File: src/rtl/e203_reset_req_gen.sv
// Reset-source aggregator/stretcher: merges pad reset with wdg/ndm/sw requests into one stretched sys_rst_n.
// Optional E203_RESET_REQ_DBG_MASK_EN adds dbg_mode, which drops watchdog edges while high.
module e203_reset_req_gen #(
   parameter int unsigned SYNC_LEVEL   = 2,
   parameter int unsigned CNT_W        = 8,
   parameter int unsigned HOLD_CYCLES  = 16,
   parameter int unsigned GUARD_CYCLES = 8
) (
   input  logic       clk,
   input  logic       rst_n,
   input  logic       test_mode,
   input  logic       wdg_rst_req,
   input  logic       ndm_rst_req,
   input  logic       sw_rst_req,
`ifdef E203_RESET_REQ_DBG_MASK_EN
   input  logic       dbg_mode,
`endif
   input  logic       cause_clr,
   output logic       sys_rst_n,
   output logic [3:0] rst_cause,
   output logic       rst_busy
);

   localparam int unsigned NREQ = 3;
   localparam logic [CNT_W-1:0] HOLD_LAST  = CNT_W'(HOLD_CYCLES - 1);
   localparam logic [CNT_W-1:0] GUARD_LAST = CNT_W'(GUARD_CYCLES - 1);

   typedef enum logic [1:0] {
      IDLE   = 2'd0,
      ASSERT = 2'd1,
      GUARD  = 2'd2
   } state_t;

   state_t                         state;
   logic [CNT_W-1:0]               cnt;
   logic                           pend;
   logic                           sys_q;
   logic [SYNC_LEVEL-1:0][NREQ-1:0] sync;
   logic [NREQ-1:0]                sync_dly;
   logic [NREQ-1:0]                edge_raw;
   logic [NREQ-1:0]                req_edge;
   logic                           any_edge;

   // Request synchronizers plus one delayed copy for rising-edge detection.
   always_ff @(posedge clk or negedge rst_n) begin
      if (!rst_n) begin
         sync     <= '0;
         sync_dly <= '0;
      end else begin
         sync     <= {sync[SYNC_LEVEL-2:0], {sw_rst_req, ndm_rst_req, wdg_rst_req}};
         sync_dly <= sync[SYNC_LEVEL-1];
      end
   end

   assign edge_raw = sync[SYNC_LEVEL-1] & ~sync_dly;

`ifdef E203_RESET_REQ_DBG_MASK_EN
   assign req_edge = edge_raw & {2'b11, ~dbg_mode};
`else
   assign req_edge = edge_raw;
`endif

   assign any_edge = |req_edge;

   // Hold/guard sequencer; sys_q and rst_busy are registered with the state.
   always_ff @(posedge clk or negedge rst_n) begin
      if (!rst_n) begin
         state    <= ASSERT;
         cnt      <= '0;
         pend     <= 1'b0;
         sys_q    <= 1'b0;
         rst_busy <= 1'b1;
      end else begin
         case (state)
            IDLE: begin
               if (any_edge) begin
                  state    <= ASSERT;
                  cnt      <= '0;
                  sys_q    <= 1'b0;
                  rst_busy <= 1'b1;
               end else begin
                  sys_q    <= 1'b1;
                  rst_busy <= 1'b0;
               end
            end
            ASSERT: begin
               rst_busy <= 1'b1;
               if (cnt == HOLD_LAST) begin
                  state <= GUARD;
                  cnt   <= '0;
                  sys_q <= 1'b1;
               end else begin
                  cnt   <= cnt + CNT_W'(1);
                  sys_q <= 1'b0;
               end
            end
            GUARD: begin
               if (cnt == GUARD_LAST) begin
                  cnt  <= '0;
                  pend <= 1'b0;
                  if (pend || any_edge) begin
                     state    <= ASSERT;
                     sys_q    <= 1'b0;
                     rst_busy <= 1'b1;
                  end else begin
                     state    <= IDLE;
                     sys_q    <= 1'b1;
                     rst_busy <= 1'b0;
                  end
               end else begin
                  cnt      <= cnt + CNT_W'(1);
                  sys_q    <= 1'b1;
                  rst_busy <= 1'b1;
                  if (any_edge) pend <= 1'b1;
               end
            end
            default: begin
               state    <= IDLE;
               cnt      <= '0;
               pend     <= 1'b0;
               sys_q    <= 1'b1;
               rst_busy <= 1'b0;
            end
         endcase
      end
   end

   // Sticky cause flags; a same-cycle edge survives cause_clr for its own bit.
   always_ff @(posedge clk or negedge rst_n) begin
      if (!rst_n) begin
         rst_cause <= 4'b0001;
      end else begin
         rst_cause <= (cause_clr ? 4'b0000 : rst_cause) | {req_edge, 1'b0};
      end
   end

   assign sys_rst_n = test_mode ? rst_n : sys_q;

endmodule

File: config.mk
export PLATFORM = sky130hd
export DESIGN_NAME = e203_reset_req_gen
export DESIGN_NICKNAME = d
export VERILOG_FILES = /design/src/rtl/e203_reset_req_gen.sv
export SDC_FILE = /design/constraint.sdc
export NUM_CORES = 1
export LEC_CHECK = 0
export BUFFER_PORTS_ARGS = -buffer_cell sky130_fd_sc_hd__buf_2
export CORE_AREA = 2 2 71 46
export DETAILED_ROUTE_END_ITERATION = 8
export DIE_AREA = 0 0 73 48
export PLACE_DENSITY_LB_ADDON = 0.15
export REMOVE_ABC_BUFFERS = 1
export SKIP_CTS_REPAIR_TIMING = 1
export SLEW_MARGIN = 20
export SYNTH_ARGS = -nofsm -noshare
export SYNTH_HDL_FRONTEND = slang
export SYNTH_SLANG_ARGS = --single-unit
File: constraint.sdc
create_clock -name clk -period 1.85 [get_ports clk]
set_input_delay 0.0925 -clock clk [delete_from_list [all_inputs] [get_ports clk]]
set_output_delay 0.0925 -clock clk [all_outputs]
set_load 0.005 [all_outputs]
==> results.yml <==
critical_path:
  reg2reg_from: "cnt[4]"
  path_delay_family: "simple AND/OR/NAND/NOR gates"
  cp.buffers_inverters: 0
  slowest_delay_ns: 0.57
  cp_max_fo: 5
  ff2ff_setup_slack_ns: 0.02
  arrival_ns: 2.03
  slowest_stage: "or4_4"
  crit_chain: "or4_4, o31a_1, nor2_2, nand2_1, mux2_4"
  r2r_cells: 5
  end_kind: "flip-flop"
  rr_endpoint: "state[0]"
  cp.required_ns: 2.05
  startpoint_type: "flip-flop"
  worstSetupPathType: "reg2reg"
synthesis:
  synth-edff-count: 0
  synth_area_um2: 1210
  yosysTopAreaCellShare_pct: 47.5
  async_flop_share_pct: 100
  seq_area_frac_synth_pct: 54.0
  synth_cells: 110
  yosys_warnings: 0
  syn_avg_cell_area_um2: 11.0
  synth_top_flop_cell: "dfrtp_1"
  ys_seq_elements: 26
  synth_top_area_cell: "dfrtp_1"
  yosysUniqueCellTypes: 32
  yosys-top-cells-area: "dfrtp_1 (47%), dfstp_2 (6.5%), o21ai_0 (5.4%)"
run_status:
  run_status: "finished, final reports clean"
layout:
  multi_input_comb_area_um2: 541
  final_nets: 154
  drive_gt1_share_pct: 31.9
  final_core_util_pct: 53.6
  n_antenna_cell: 0
  fill_cells: 244
  regArea_um2: 654
  area_growth_pct: 23.5
die:
  coreArea_um2: 2800
  rows: 15
  num_io_pins: 13
  start_util_pct: 43.4
  die_h_um: 48
  die_w_um: 73
  die-area_um2: 3500
detailed_routing:
  wl_per_cell_um: 13.0
  wirelength_um: 2280
  ant_nets: 0
  drt_iter0_drc: 76
  first_pass_iters: 4
  vias: 897
  viasPerCell: 5.13
  drc_errors: 0
sta:
  period_share_pct: 98.8
  setup_tns_ns: 0
  skew_ns: 0.00455
  maxSlewHeadroom_pct: 78.8
  finalSetupViolations: 0
  timing.fmax_mhz: 547
  slew_violations: 0
  hold_viol_final: 0
  rsz0062_at_grt: "yes"
  tightestPinTransition_ns: 0.318
  min_period_ns: 1.83
min_path:
  min_from: "sync[1]"
  min_path_cells: 0
  min_to: "sync[4]"
  hold_path_class: "reg2reg"
clocking:
  clock_path_buffers: 2
  clk_transition_reported_paths_ns: 0.09
  numCtsBuffers: 3
  tritoncts: "yes"
  clockRootBuffer: "clkbuf_8"
  clk_latency_ns: 0.27
  cts_sinks: 26
  htreeDepth: 1
placement:
  dp_hpwl_um: 1720
  port_buffers: 12
  gp_congestion: 0.862
global_route:
  grt_pass1_wl_um: 3780
  antenna_found_initial: 0
  grt_usage_pct: 15.1
  grt.overflow.total: 0
  grt_pass1_vias: 796
  grt_max_degree: 27
power:
  total_leakage_power_nw: 0.727
  ir_worst_vdd_mv: 0.491
  power.density_nw_per_um2: 1030
job:
  maxCapViolCount: 0
how the worst max path moves through the flow:
stage                  start        to  slack (ns)  cells after the start
detailed placement  state[0]    cnt[5]       -0.05                      6
global placement    state[0]    cnt[5]       -0.02                      6
finish                cnt[4]  state[0]        0.02                      5
global route          cnt[4]  state[0]       -0.03                      5
floorplan             cnt[4]    cnt[0]        0.02                      5
CTS                 state[0]    cnt[5]       -0.09                      6
where the power goes:
| part | leakage [nW] | internal, mW | switching (mW) |
|---|---|---|---|
| sequential | 0.323 | 0.653 | 0.0421 |
| clock | 0.0228 | 0.154 | 0.166 |
| combinational | 0.381 | 0.255 | 0.271 |
through the flow:
step                      area, µm²  std cells  total power [mW]  hold slack, ns  worst slack, ns
after floorplan                1200        109             0.999          -0.203           0.0198
after global placement         1370        164              1.16           0.158          -0.0162
after detailed placement       1370        164              1.17           0.165          -0.0550
after CTS                      1420        168              1.50          -0.129          -0.0866
after global routing           1500        175              1.65           0.370          -0.0282
final                          1500        175              1.54           0.353           0.0221
worst register-to-register path, delay by kind of cell, from the launching register on:
family / cells / cell delay, ns
compound gates: 1 / 0.28
flops: 1 / 0.40
mux: 1 / 0.30
simple gates: 3 / 0.78
Yosys cell counts, types with 2 or more instances:
master	n
nand2_1	8
nand2b_1	3
nor3_1	2
inv_1	6
mux2_2	2
dfstp_2	3
and3_1	3
nor2b_1	5
and2b_1	3
nor2_1	5
a22o_1	2
o21ai_0	13
a21oi_1	6
ha_1	5
nand3_1	4
a22o_2	2
dfrtp_1	23
flip-flops by register name, summed over array words and instances (netlist names):
signal	cells
sys_q	1
sync_dly	3
sync	6
cnt	8
rst_cause	4
rst_busy	1
pend	1
state	2
layout make-up:
cell class | instances | share of cell area, %
inverter | 6 | 1.50
multi-input combinational | 77 | 36.1
sequential | 26 | 43.7
timing repair buffer | 28 | 12.9
clock buffer | 4 | 3.01
tap | 34 | 2.84
kinds of logic (layout without fill, tap and decap cells):
logic type / after synthesis / after routing / synth area share (%)
compound gates: 27 / 27 / 13.2
simple gates: 42 / 42 / 21.8
buf+inv: 7 / 38 / 2.79
flops: 26 / 26 / 54.0
fa+ha+maj: 5 / 5 / 5.16
mux: 3 / 3 / 3.10
metal layers:
layer  vias to the layer above  routed length [µm]  global-route usage [%]
met5                         -                   0                       0
met4                         0                  18                    4.44
met3                         2                 124                    5.05
met2                        23                 932                    21.4
met1                       421                1210                    22.0
li1                        451                   -                       -
layout by cell type (no fill, tap or decap), types with 2 or more instances in the layout:
| cell type | instances |
|---|---|
| buf_4 | 11 |
| o21ai_1 | 5 |
| nor3_1 | 2 |
| inv_1 | 6 |
| nand2b_1 | 3 |
| nor2_2 | 2 |
| mux2_2 | 2 |
| and2b_1 | 3 |
| clkbuf_8 | 3 |
| nor2b_1 | 5 |
| nand2_1 | 8 |
| ha_1 | 3 |
| dfstp_2 | 3 |
| buf_2 | 12 |
| dlygate4sd3_1 | 5 |
| nand3_1 | 4 |
| dfrtp_1 | 23 |
| a21oi_1 | 6 |
| a22o_1 | 2 |
| nor2_1 | 4 |
| ha_2 | 2 |
| a22o_2 | 2 |
| and3_1 | 3 |
| o21ai_0 | 8 |
(Power assumes the default switching activity.)
